--- src/rtl/operand_entry_ctrl_if.sv ---
// Board-side bundle for the add/sub operand sequencer: switch/key inputs and
// the value/blank controls consumed by the hex display drivers.
interface operand_entry_ctrl_if;
  logic [3:0] sw_val;
  logic       sub_sel;
  logic       key_enter_n;
  logic       key_clear_n;
  logic [3:0] a_val;
  logic [3:0] b_val;
  logic [3:0] r_val;
  logic       ovf;
  logic       ovf_show;
  logic       a_blank;
  logic       b_blank;
  logic       r_blank;
  logic [1:0] state_o;

  modport master (
    output sw_val, sub_sel, key_enter_n, key_clear_n,
    input  a_val, b_val, r_val, ovf, ovf_show, a_blank, b_blank, r_blank, state_o
  );

  modport slave (
    input  sw_val, sub_sel, key_enter_n, key_clear_n,
    output a_val, b_val, r_val, ovf, ovf_show, a_blank, b_blank, r_blank, state_o
  );
endinterface

--- src/rtl/operand_entry_ctrl.sv ---
// Operand entry sequencer for the 4-bit two's-complement add/sub lab datapath:
// debounced ENTER/CLEAR keys step A -> B -> EXEC -> SHOW and drive display blanking.
module operand_entry_ctrl #(
  parameter int DEB_CYCLES = 50000,
  parameter int BLINK_DIV  = 12500000
) (
  input logic clk,
  input logic rst_n,
  operand_entry_ctrl_if.slave io
);

  localparam int DW = $clog2(DEB_CYCLES + 1);
  localparam int BW = (BLINK_DIV > 1) ? $clog2(BLINK_DIV) : 1;
  localparam logic [DW-1:0] DEB_LAST   = DW'(DEB_CYCLES - 1);
  localparam logic [BW-1:0] BLINK_LAST = BW'(BLINK_DIV - 1);

  typedef enum logic [1:0] {
    ENTER_A = 2'd0,
    ENTER_B = 2'd1,
    EXEC    = 2'd2,
    SHOW    = 2'd3
  } state_t;

  logic [1:0] key_raw;
  logic [1:0] key_meta;
  logic [1:0] key_sync;
  logic [1:0] key_pulse;
  logic       enter_p;
  logic       clear_p;

  state_t     state;
  state_t     state_d;
  logic [3:0] a_q, a_d;
  logic [3:0] b_q, b_d;
  logic [3:0] r_q, r_d;
  logic       ovf_q, ovf_d;
  logic       sub_q, sub_d;

  logic signed [5:0] a_ext;
  logic signed [5:0] b_ext;
  logic signed [5:0] sum6;
  logic              sum_ovf;

  logic [BW-1:0] blink_cnt;
  logic          blink_phase;

  assign key_raw = {io.key_clear_n, io.key_enter_n};

  // Keys are asynchronous pins; both pass through a two-flop synchronizer.
  always_ff @(posedge clk or negedge rst_n) begin
    if (!rst_n) begin
      key_meta <= 2'b11;
      key_sync <= 2'b11;
    end else begin
      key_meta <= key_raw;
      key_sync <= key_meta;
    end
  end

  // Bit 0 is ENTER, bit 1 is CLEAR; a level change is accepted only after
  // DEB_CYCLES consecutive differing samples, and only presses emit a pulse.
  for (genvar k = 0; k < 2; k++) begin : g_deb
    logic [DW-1:0] cnt;
    logic          level;
    logic          pulse;

    always_ff @(posedge clk or negedge rst_n) begin
      if (!rst_n) begin
        cnt   <= '0;
        level <= 1'b1;
        pulse <= 1'b0;
      end else begin
        pulse <= 1'b0;
        if (key_sync[k] == level) begin
          cnt <= '0;
        end else if (cnt == DEB_LAST) begin
          cnt   <= '0;
          level <= key_sync[k];
          pulse <= ~key_sync[k];
        end else begin
          cnt <= cnt + DW'(1);
        end
      end
    end

    assign key_pulse[k] = pulse;
  end

  assign enter_p = key_pulse[0];
  assign clear_p = key_pulse[1];

  // Sign-extend to 6 bits so that negating -8 yields a true +8 before the range check.
  assign a_ext   = {{2{a_q[3]}}, a_q};
  assign b_ext   = {{2{b_q[3]}}, b_q};
  assign sum6    = sub_q ? (a_ext - b_ext) : (a_ext + b_ext);
  assign sum_ovf = (sum6 < -6'sd8) || (sum6 > 6'sd7);

  always_ff @(posedge clk or negedge rst_n) begin
    if (!rst_n) begin
      state <= ENTER_A;
      a_q   <= '0;
      b_q   <= '0;
      r_q   <= '0;
      ovf_q <= 1'b0;
      sub_q <= 1'b0;
    end else begin
      state <= state_d;
      a_q   <= a_d;
      b_q   <= b_d;
      r_q   <= r_d;
      ovf_q <= ovf_d;
      sub_q <= sub_d;
    end
  end

  // CLEAR is applied last so it overrides any ENTER seen in the same cycle.
  always_comb begin
    state_d = state;
    a_d     = a_q;
    b_d     = b_q;
    r_d     = r_q;
    ovf_d   = ovf_q;
    sub_d   = sub_q;

    case (state)
      ENTER_A: begin
        a_d = io.sw_val;
        if (enter_p) state_d = ENTER_B;
      end
      ENTER_B: begin
        b_d   = io.sw_val;
        sub_d = io.sub_sel;
        if (enter_p) state_d = EXEC;
      end
      EXEC: begin
        r_d     = sum6[3:0];
        ovf_d   = sum_ovf;
        state_d = SHOW;
      end
      SHOW: begin
        if (enter_p) state_d = ENTER_A;
      end
      default: state_d = ENTER_A;
    endcase

    if (clear_p) begin
      state_d = ENTER_A;
      a_d     = '0;
      b_d     = '0;
      r_d     = '0;
      ovf_d   = 1'b0;
      sub_d   = 1'b0;
    end
  end

  // Free-running blink timebase; the FSM never restarts it.
  always_ff @(posedge clk or negedge rst_n) begin
    if (!rst_n) begin
      blink_cnt   <= '0;
      blink_phase <= 1'b0;
    end else if (blink_cnt == BLINK_LAST) begin
      blink_cnt   <= '0;
      blink_phase <= ~blink_phase;
    end else begin
      blink_cnt <= blink_cnt + BW'(1);
    end
  end

  assign io.a_val    = a_q;
  assign io.b_val    = b_q;
  assign io.r_val    = r_q;
  assign io.ovf      = ovf_q;
  assign io.state_o  = state;
  assign io.a_blank  = (state == ENTER_A) & blink_phase;
  assign io.b_blank  = (state == ENTER_B) & blink_phase;
  assign io.r_blank  = (state != SHOW);
  assign io.ovf_show = ovf_q & (state == SHOW) & ~blink_phase;

endmodule

--- src/flat_wrapper.sv ---
// flat-port wrapper written by rule: the top's interface ports become plain ports
module operand_entry_ctrl_flat 
#(
  parameter int DEB_CYCLES = 50000,
  parameter int BLINK_DIV  = 12500000
)
  (clk, rst_n, io_sw_val, io_sub_sel, io_key_enter_n, io_key_clear_n, io_a_val, io_b_val, io_r_val, io_ovf, io_ovf_show, io_a_blank, io_b_blank, io_r_blank, io_state_o);
  operand_entry_ctrl_if io_i ();
  input logic clk;
  input logic rst_n;
  input wire logic [$bits(io_i.sw_val)-1:0] io_sw_val;
  input wire logic [$bits(io_i.sub_sel)-1:0] io_sub_sel;
  input wire logic [$bits(io_i.key_enter_n)-1:0] io_key_enter_n;
  input wire logic [$bits(io_i.key_clear_n)-1:0] io_key_clear_n;
  output wire logic [$bits(io_i.a_val)-1:0] io_a_val;
  output wire logic [$bits(io_i.b_val)-1:0] io_b_val;
  output wire logic [$bits(io_i.r_val)-1:0] io_r_val;
  output wire logic [$bits(io_i.ovf)-1:0] io_ovf;
  output wire logic [$bits(io_i.ovf_show)-1:0] io_ovf_show;
  output wire logic [$bits(io_i.a_blank)-1:0] io_a_blank;
  output wire logic [$bits(io_i.b_blank)-1:0] io_b_blank;
  output wire logic [$bits(io_i.r_blank)-1:0] io_r_blank;
  output wire logic [$bits(io_i.state_o)-1:0] io_state_o;
  assign io_i.sw_val = io_sw_val;
  assign io_i.sub_sel = io_sub_sel;
  assign io_i.key_enter_n = io_key_enter_n;
  assign io_i.key_clear_n = io_key_clear_n;
  assign io_a_val = io_i.a_val;
  assign io_b_val = io_i.b_val;
  assign io_r_val = io_i.r_val;
  assign io_ovf = io_i.ovf;
  assign io_ovf_show = io_i.ovf_show;
  assign io_a_blank = io_i.a_blank;
  assign io_b_blank = io_i.b_blank;
  assign io_r_blank = io_i.r_blank;
  assign io_state_o = io_i.state_o;
  operand_entry_ctrl #(.DEB_CYCLES(DEB_CYCLES), .BLINK_DIV(BLINK_DIV)) u_core (.clk(clk), .rst_n(rst_n), .io(io_i));
endmodule
--- config.mk ---
export PLATFORM = sky130hd
export DESIGN_NAME = operand_entry_ctrl_flat
export DESIGN_NICKNAME = d
export VERILOG_FILES = /design/src/rtl/operand_entry_ctrl_if.sv /design/src/rtl/operand_entry_ctrl.sv /design/src/flat_wrapper.sv
export SDC_FILE = /design/constraint.sdc
export NUM_CORES = 1
export LEC_CHECK = 0
export ABC_AREA = 1
export CAP_MARGIN = 20
export CORE_MARGIN = 2
export CORE_UTILIZATION = 30
export CTS_CLUSTER_SIZE = 28
export DETAILED_ROUTE_END_ITERATION = 8
export GPL_TIMING_DRIVEN = 0
export HOLD_SLACK_MARGIN = 0.08
export PLACE_DENSITY = 0.58
export REMOVE_ABC_BUFFERS = 1
export SLEW_MARGIN = 30
export SYNTH_ARGS = -nofsm -noshare
export SYNTH_HDL_FRONTEND = slang
export SYNTH_SLANG_ARGS = --single-unit
export TNS_END_PERCENT = 20
--- constraint.sdc ---
create_clock -name clk -period 1.9 [get_ports clk]
set_input_delay 0.285 -clock clk [delete_from_list [all_inputs] [get_ports clk]]
set_output_delay 0.285 -clock clk [all_outputs]
set_load 0.005 [all_outputs]
# Yosys cells after proc, flatten, opt, wreduce, memory -nomap -nowiden
# Index checks and enable logic that the tools add are counted.
# classes
n_addsub	5
mul	0
div_mod_pow	0
order_cmp	2
n_eq_ne	12
shifts	0
n_mux	25
n_bitwise	9
reduce_logical	8
# op_table
op	n
$mux 16	4
$add 16x1->16 const B	2
$eq 16x16->1 const B	2
$add 24x1->24 const B	1
$eq 24x24->1 const B	1
$mux 24	1
$mux 4	6
$ne 3x1->1 const B	3
$mux 1	8
$mux 2	4
$pmux 2 s4	1
$gt 6x4->1 const B	1
$lt 6x4->1 const B	1
$mux 6	1
$reduce_bool 2->1	3
$add 4x4->5	1
$not 1->1	5
$sub 4x4->5	1
$and 1x1->1	4
$eq 2x2->1 const B	2
$reduce_and 2->1	2
$reduce_and 3->1	1
$eq 1x1->1	2
$eq 2x1->1 const B	1
other kinds (3)	3
# totals
register_bits	81
latch_bits	0
ram_bits	0
rom_bits	0
in_bits	9
out_inout_bits	19
elab_cells	77
memories	0

# Depth between registers and ports, before layout
# Gate-level depths: netlist of run 1.
# depth
word_depth	6
depth_mapped	16
depth_no_buf	16

# Worst setup path after synthesis of run 1
# No wires, ideal clock.
# synth_timing
path_kind	register -> register
start	register u_core.b_q[0], in the netlist u_core.io.b_val[0]
end	register u_core.ovf_q, in the netlist u_core.io.ovf
setup_time_ps	117
arrival_ps	1798
required_ps	1783
setup_slack_ps	-14
stages_incl_launch_ff	15
n_path_buf	0
period_less_slack_ps	1914
path_cell_list	dfrtp_1 > inv_1 > ha_1 > o21ai_0 > fa_1 > nand3_1 > inv_1 > nor2_1 > nand2_1 > nand2_1 > inv_1 > nand2_1 > nand2_1 > nand2_1 > nand2_1
# synth_between
elab_chain_cells	6
word_cells_on_any_way	8
classes_between	add/sub (2); order compare (2); mux (3); reduce/logical (1)
# synth_rtl
item	line	rtl
from (decl)	operand_entry_ctrl.sv:34	logic [3:0] b_q, b_d;
from (signal assigned)	operand_entry_ctrl.sv:102	b_q <= '0;
from (signal assigned)	operand_entry_ctrl.sv:109	b_q <= b_d;
$add 4x4->5 / $sub 4x4->5 (equally long branches)	operand_entry_ctrl.sv:95	assign sum6 = sub_q ? (a_ext - b_ext) : (a_ext + b_ext);
$mux 6 *	operand_entry_ctrl.sv:95	
$lt 6x4->1 / $gt 6x4->1 (equally long branches)	operand_entry_ctrl.sv:96	assign sum_ovf = (sum6 < -6'sd8) || (sum6 > 6'sd7);
$logic_or 1x1->1 *	operand_entry_ctrl.sv:96	
$mux 1 *	operand_entry_ctrl.sv:125	case (state)
$mux 1 *	operand_entry_ctrl.sv:146	if (clear_p) begin
to (signal assigned)	operand_entry_ctrl.sv:111	ovf_q <= ovf_d;
to (decl)	operand_entry_ctrl.sv:36	logic ovf_q, ovf_d;
# Mark *: on every way between the ends. The rest lies on a longest branch, timed or not. The select of a mux whose other input is x is not followed.
# A chain may end at the register's enable or synchronous reset.

# Final worst setup path of run 1
# layout_timing
start	register u_core.b_q[0], in the netlist u_core.io.b_val[0]
end	register u_core.r_q[3], in the netlist u_core.io.r_val[3]
# layout_between
elab_chain_cells	4
word_cells_on_any_way	5
classes_between	add/sub (2); mux (3)
# layout_rtl
item	line	rtl
$add 4x4->5 / $sub 4x4->5 (equally long branches)	operand_entry_ctrl.sv:95	
$mux 6 *	operand_entry_ctrl.sv:95	
$mux 4 *	operand_entry_ctrl.sv:125	
$mux 4 *	operand_entry_ctrl.sv:146	
to (signal assigned)	operand_entry_ctrl.sv:110	r_q <= r_d;
to (decl)	operand_entry_ctrl.sv:35	logic [3:0] r_q, r_d;
# Marks and branches as above.

==> results of run 1 <==
## power breakdown
| part | internal [mW] | switching, mW |
|---|---|---|
| Sequential | 1.75 | 0.0155 |
| Combinational | 0.0619 | 0.0879 |
| Clock | 1.33 | 0.692 |
## metal layers
layer | share of wire, % | GRT usage [%] | wire (um) | vias up
li1 | - | - | - | 1838
met1 | 47 | 15.81 | 4382 | 1715
met2 | 48 | 21.18 | 4512 | 56
met3 | 3.3 | 2.353 | 305 | 13
met4 | 1.8 | 4.771 | 164 | 0
met5 | 0 | 0 | 0 | -
## path summary, 6_finish.rpt
path,slack [ns],endpoint,startpoint,depth (start not counted)
setup / recovery,-0.05,u_core.io.r_val[3]$_DFFE_PN0P_,u_core.io.b_val[0]$_DFFE_PN0P_,10
min in group asynchronous,0.40,u_core.g_deb[0].cnt[9]$_DFF_PN0_,rst_n,2
max in group asynchronous,0.90,u_core.g_deb[1].level$_DFFE_PN1P_,rst_n,3
hold / removal,0.35,u_core.key_sync[0]$_DFF_PN1_,u_core.key_meta[0]$_DFF_PN1_,0
setup reg to reg,-0.05,u_core.io.r_val[3]$_DFFE_PN0P_,u_core.io.b_val[0]$_DFFE_PN0P_,10
hold reg to reg,0.35,u_core.key_sync[0]$_DFF_PN1_,u_core.key_meta[0]$_DFF_PN1_,0
## layout by cell type (no fill, tap or decap), types with 3 or more instances in the layout
master | Yosys | final
nand2_1 | 123 | 122
inv_1 | 83 | 79
dfrtp_1 | 75 | 74
nor2_1 | 74 | 72
nand3_1 | 37 | 31
clkdlybuf4s50_1 | 0 | 25
nor3_1 | 18 | 18
xor2_1 | 16 | 16
o21ai_0 | 17 | 16
nand4_1 | 15 | 15
a21oi_1 | 13 | 12
clkbuf_16 | 0 | 9
nor2_2 | 6 | 7
nand3_2 | 1 | 7
ha_1 | 13 | 7
buf_4 | 0 | 7
nand2_2 | 5 | 6
xnor2_1 | 6 | 6
dfstp_2 | 6 | 6
inv_2 | 2 | 5
nor2_4 | 3 | 4
o21ai_2 | 3 | 4
ha_4 | 0 | 4
or2_2 | 3 | 3
bufinv_16 | 0 | 3
## area by class of cell
type	instances	area (um^2)
clock buffer	12	246.5
clock inverter	4	98.84
fill	1460	8992
inverter	85	321.6
multi-input combinational	382	2193
sequential	81	2036
tap	184	230.2
timing repair buffer	36	360.3
## Yosys cell counts (2+ instances only)
cell / n / area share [%]
nand2_1: 123 / 10
inv_1: 83 / 7.0
dfrtp_1: 75 / 42
nor2_1: 74 / 6.3
nand3_1: 37 / 4.2
nor3_1: 18 / 2.0
o21ai_0: 17 / 1.9
xor2_1: 16 / 3.2
nand4_1: 15 / 2.1
a21oi_1: 13 / 1.5
ha_1: 13 / 3.7
dfstp_2: 6 / 3.6
nor2_2: 6 / 0.85
xnor2_1: 6 / 1.2
nand2_2: 5 / 0.71
nor2_4: 3 / 0.76
o21ai_2: 3 / 0.59
or2_2: 3 / 0.42
a31oi_1: 2 / 0.28
and3_1: 2 / 0.28
inv_2: 2 / 0.17
nand2_4: 2 / 0.51
nor3_2: 2 / 0.45
nor3_4: 2 / 0.73
nor3b_1: 2 / 0.34
## cell families after synthesis
family                   after synthesis
AO/OA/AOI/OAI                         43
XOR/XNOR                              23
adder cells (fa/ha/maj)               14
buffers and inverters                 87
flip-flops                            81
AND/OR/NAND/NOR                      302
## timing repair
item | CTS | global route
pin swaps | 8 | 11
hold endpoints to repair | 32 | 0
buffers inserted | 4 | 3
setup endpoints to repair | 6 | 16
gates resized for setup | 19 | 15
hold buffers | 1 | 0
## registers in the layout (all words and copies together), names as in the netlist
name / flops
u_core.g_deb.cnt: 32
u_core.io.state_o: 2
u_core.g_deb.level: 2
u_core.key_sync: 2
u_core.blink_cnt: 24
u_core.blink_phase: 1
u_core.io.r_val: 4
u_core.io.a_val: 4
u_core.io.b_val: 4
u_core.key_meta: 2
u_core.sub_q: 1
u_core.enter_p: 1
u_core.clear_p: 1
u_core.io.ovf: 1
==> results_dict.tcl, run 1 <==
set metrics [dict create \
    synthAdderAreaFrac_pct 4.121 \
    drc 0 \
    violations "setup timing" \
    slew_viol_final 0 \
    cp-end-kind "flop" \
    area_growth_pct 23.77 \
    cts.clk_slew.worst_paths_ns 0.06 \
    core_area_um2 14480 \
    synth_cell_types 45 \
    crit_family "compound AO/OA/AOI/OAI gates" \
    synth_compound_area_share_pct 5.786 \
    die_y_um 125.6 \
    final_antenna_net_count 0 \
    grt_pass1_vias 3667 \
    synthArstFlopShare_pct 100.0 \
    path_cells "inv_2 -> ha_4 -> nor2_4 -> nor2_2 -> a22oi_2 -> ha_4 -> a21oi_4 -> nand3_2 -> buf_4 -> a32o_1" \
    hold_viol 0 \
    synthFlopType "dfrtp_1" \
    insertion_delay_ns 0.33 \
    path_buf_inv 2 \
    p_per_area_nw_per_um2 716.5 \
    ios 28 \
    fmax_ghz 0.5127 \
    worstPathArrival_ns 2.17 \
    antenna_cells 0 \
    post_layout_nonfiller_instances 784 \
    critPathMostFrequentCell "ha_4" \
    setup_ws_ns -0.05050 \
    port_buffers 27 \
    fin_util_pct 37.89 \
    cts_tree "done" \
    start_kind "flop" \
    finalSetupTns_ns -0.1710 \
    critPathMaxStageDelay_ns 0.38 \
    dieArea_um2 15770 \
    cts_buffers 9 \
    peakVddDrop_mv 0.4554 \
    yosys_warnings 0 \
    setup_viol 4 \
    place_ws_ns -0.3039 \
    vias 3622 \
    holdWs_ns 0.3505 \
    place_congestion 0.8155 \
    track_usage_pct 12.49 \
    clockRootBuffer "clkbuf_16" \
    via_per_inst 4.620 \
    wirelength_um 9365 \
    dp_cells 760 \
    drt_iter0_drc 266 \
    fin_skew_ns 0.006543 \
    muxShareOfSynthArea_pct 0 \
    cts.sinks 81 \
    p_leak_nw 2.608 \
    tightest_slew_ns 0.4476 \
    final_area_um2 5487 \
    worstSetupPathType "reg -> reg" \
    min_path_type "reg -> reg" \
    clockBufferDepth 2 \
    layout_min_cycle_time_ns 1.951 \
    dr.pass1.iters 6 \
    required_ns 2.12 \
    path_max_fanout 5 \
    min_period_over_period_pct 102.7 \
    synth-xor-area-share_pct 4.714 \
    globalRouteOverflowTotal 0 \
    outcome "finished, violations left" \
    total_power_mw 3.931 \
    synth-simple-area-share_pct 31.95 \
    cts_max_level 3 \
    start_util_pct 30.62 \
    dpl-instance-area_um2 4947 \
    ys_ff_latch 81 \
    dp_hpwl_um 6799 \
    drive_gt1_share_pct 14.67 \
    grt_antenna_before_repair 0 \
    grt_pass1_wl_um 16440 \
    ys_seq_area_share_pct 45.89 \
    rsz0062_at_grt "true" \
    syn_avg_cell_area_um2 8.060 \
    cpMaxStageDelayCell "dfrtp_1" \
    syn_area_um2 4433 \
    maxCapViolCount 0 \
    layout.nets 618 \
    synthCells 550 \
    synth_edf_count 0 \
    row_count 44 \
    synth_top_family_by_area "simple AND/OR/NAND/NOR gates" \
    relSlewSlack_pct 69.91 \
    post_drt_wl_per_cell_um 11.95 \
    grt_max_degree 50 \
    die_x_um 125.6 \
]
(Power assumes the default switching activity.)
==> run 2, diff against run 1 <==
--- a/config.mk
+++ b/config.mk
@@ -5,15 +5,14 @@
 export SDC_FILE = /design/constraint.sdc
 export NUM_CORES = 1
 export LEC_CHECK = 0
-export ABC_AREA = 1
 export CAP_MARGIN = 20
 export CORE_MARGIN = 2
-export CORE_UTILIZATION = 30
+export CORE_UTILIZATION = 45
 export CTS_CLUSTER_SIZE = 28
 export DETAILED_ROUTE_END_ITERATION = 8
 export GPL_TIMING_DRIVEN = 0
 export HOLD_SLACK_MARGIN = 0.08
-export PLACE_DENSITY = 0.58
+export PLACE_DENSITY = 0.76
 export REMOVE_ABC_BUFFERS = 1
 export SLEW_MARGIN = 30
 export SYNTH_ARGS = -nofsm -noshare
==> results_dict.tcl, run 2 <==
set metrics [dict create \
    synthTopCellsByArea "dfrtp_1 47%, xnor2_1 6.8%, nor2_1 6.1%" \
    synth_edf_count 0 \
    setup_viol 2 \
    layout_min_cycle_time_ns 2.170 \
    track_usage_pct 16.02 \
    synthCells 384 \
    relSlewSlack_pct 63.40 \
    dp_cells 512 \
    slew_viol_final 0 \
    syn_avg_cell_area_um2 10.47 \
    wirelength_um 7407 \
    cts_max_level 3 \
    fin_skew_ns 0.01123 \
    post_drt_wl_per_cell_um 13.64 \
    dr.pass1.iters 4 \
    peakVddDrop_mv 0.3124 \
    clockRootBuffer "clkbuf_8" \
    area_growth_pct 19.35 \
    drc 0 \
    tightest_slew_ns 0.5490 \
    via_per_inst 5.232 \
    min_period_over_period_pct 114.2 \
    worstPathArrival_ns 2.43 \
    post_layout_nonfiller_instances 543 \
    layout.nets 453 \
    setup_ws_ns -0.2703 \
    maxCapViolCount 0 \
    synth_top_cell_by_area "dfrtp_1" \
    place_congestion 0.8073 \
    insertion_delay_ns 0.35 \
    rr_worst_depth 9 \
    drive_gt1_share_pct 15.63 \
    cp-end-kind "flop" \
    cts.clk_slew.worst_paths_ns 0.09 \
    ys_ff_latch 81 \
    path_max_fanout 2 \
    antenna_cells 0 \
    total_power_mw 3.019 \
    grt_pass1_wl_um 12740 \
    grt_antenna_before_repair 0 \
    layout_commonest_cell "dfrtp_1" \
    synth_top_area_share_pct 46.67 \
    start_kind "flop" \
    dp_hpwl_um 4894 \
    critPathMaxStageDelay_ns 0.44 \
    worstSetupPathType "reg -> reg" \
    rsz0062_at_grt "true" \
    start_util_pct 46.34 \
    port_buffers 27 \
    row_count 34 \
    top_register "u_core.g_deb.cnt" \
    grt_max_degree 49 \
    reg.largest.list "u_core.g_deb.cnt (32), u_core.blink_cnt (24)" \
    die_x_um 98.53 \
    outcome "finished, violations left" \
    syn_area_um2 4021 \
    dieArea_um2 9708 \
    ys_seq_area_share_pct 50.59 \
    fmax_ghz 0.4608 \
    p_per_area_nw_per_um2 629.0 \
    violations "setup timing" \
    most-common-layout-cells "73 x dfrtp_1, 64 x nor2_1, 30 x xnor2_1" \
    core_area_um2 8678 \
    synthFlopType "dfrtp_1" \
    crit_family "compound AO/OA/AOI/OAI gates" \
    ios 28 \
    synthArstFlopShare_pct 100.0 \
    cts_buffers 9 \
    yosysMostFrequentCell "dfrtp_1" \
    min_path_type "in -> reg" \
    path_buf_inv 1 \
    clockBufferDepth 2 \
    grt_pass1_vias 2795 \
    synthTopCellsByCount "75 x dfrtp_1, 65 x nor2_1, 31 x xnor2_1" \
    p_leak_nw 2.093 \
    synth_cell_types 43 \
    cts.sinks 81 \
    vias 2841 \
    required_ns 2.16 \
    globalRouteOverflowTotal 0 \
    path_cells "inv_1 -> ha_2 -> mux2i_2 -> fa_2 -> a21oi_2 -> o21ai_1 -> o21a_1 -> a2111o_1 -> o211ai_1" \
    yosys_warnings 0 \
    die_y_um 98.53 \
    cpMaxStageDelayCell "a2111o_1" \
    final_antenna_net_count 0 \
    drt_iter0_drc 104 \
    largest_reg_flops 32 \
    hold-path-cell-count 1 \
    cts_tree "done" \
    hold_viol 0 \
    cp.depth 9 \
]
## run 2: changes by cell type in the layout (fill, tap and decap cells not counted), moves of 8 or more
cell / delta
nand2_1: -99
inv_1: -66
xnor2_1: +24
mux2i_1: +14
o21ai_0: -13
a21oi_1: -11
nand3_1: -11
clkbuf_16: -9
clkbuf_8: +9
nor2_1: -8
xor2_1: +8
## run 2: worst register-to-register path: cells and delay by family, from the launching register on
kind	cells	cell delay (ns)
compound gates	5	0.89
buf+inv	1	0.05
mux	1	0.09
fa+ha+maj	2	0.69
flops	1	0.36
## run 2: timing repair
| action | 4_1_cts | 5_1_grt |
|---|---|---|
| pin swaps | 2 | 11 |
| buffers inserted | 10 | 4 |
| setup endpoints to repair | 21 | 28 |
| gates cloned | 0 | 0 |
| resized for setup | 14 | 16 |
| endpoints found under the hold margin | 28 | 0 |
| hold buffers | 1 | 0 |
## run 2: kinds of logic (layout without fill, tap and decap cells)
| logic type | Yosys count | count (layout) | share of synthesized area (%) |
|---|---|---|---|
| xor+xnor | 55 | 55 | 11.98 |
| fa+ha+maj | 14 | 14 | 4.543 |
| simple gates | 180 | 180 | 23.90 |
| compound gates | 14 | 14 | 2.302 |
| buf+inv | 23 | 74 | 2.396 |
| flops | 81 | 81 | 50.59 |
| mux | 17 | 17 | 4.294 |
## run 2: final cells by class
type / instances / area (um^2)
clock buffer: 12 / 145.1
clock inverter: 4 / 28.78
fill: 743 / 3879
inverter: 15 / 58.81
multi-input combinational: 280 / 1978
sequential: 81 / 2037
tap: 108 / 135.1
timing repair buffer: 43 / 416.7
## run 2: per-layer routing
metal  vias up  GRT usage (%)  part of all wire (%)
met3        11          4.610                   3.8
met2        54          26.43                    49
met4         0          3.793                   1.2
met1      1381          21.07                    46
met5         -              0                     0
li1       1395              -                     -
## run 2: final timing paths
path | slack [ns] | endpoint | from
worst max-delay path | -0.27 | u_core.io.ovf$_DFFE_PN0P_ | u_core.io.b_val[0]$_DFFE_PN0P_
max in group asynchronous | 0.84 | u_core.g_deb[0].level$_DFFE_PN1P_ | rst_n
worst min-delay path | 0.35 | u_core.key_meta[1]$_DFF_PN1_ | io_key_clear_n
min in group asynchronous | 0.43 | u_core.g_deb[1].cnt[10]$_DFF_PN0_ | rst_n
worst min register to register | 0.35 | u_core.key_sync[0]$_DFF_PN1_ | u_core.key_meta[0]$_DFF_PN1_
worst max register to register | -0.27 | u_core.io.ovf$_DFFE_PN0P_ | u_core.io.b_val[0]$_DFFE_PN0P_
## run 2: power breakdown
part	internal, mW	leakage [nW]	switching (mW)
logic	0.0593	0.932	0.0758
registers	1.75	1.08	0.0197
clock network	0.512	0.0826	0.607
total	2.32	2.09	0.703
## run 2: stage by stage
stage	TNS (ns)	hold slack [ns]	instance area [um^2]	setup slack, ns	utilization, %
2_1_floorplan	-0.2583	-0.01059	3981	-0.2333	-
3_3_place_gp	-174.69	0.3467	4387	-2.202	50.55
3_5_place_dp	-2.890	0.2646	4412	-0.4180	50.84
4_1_cts	-0.4335	0.3339	4712	-0.2734	54.30
5_1_grt	-0.6269	0.3162	4800	-0.3717	55.31
6_report	-0.3594	0.3469	4800	-0.2703	55.31
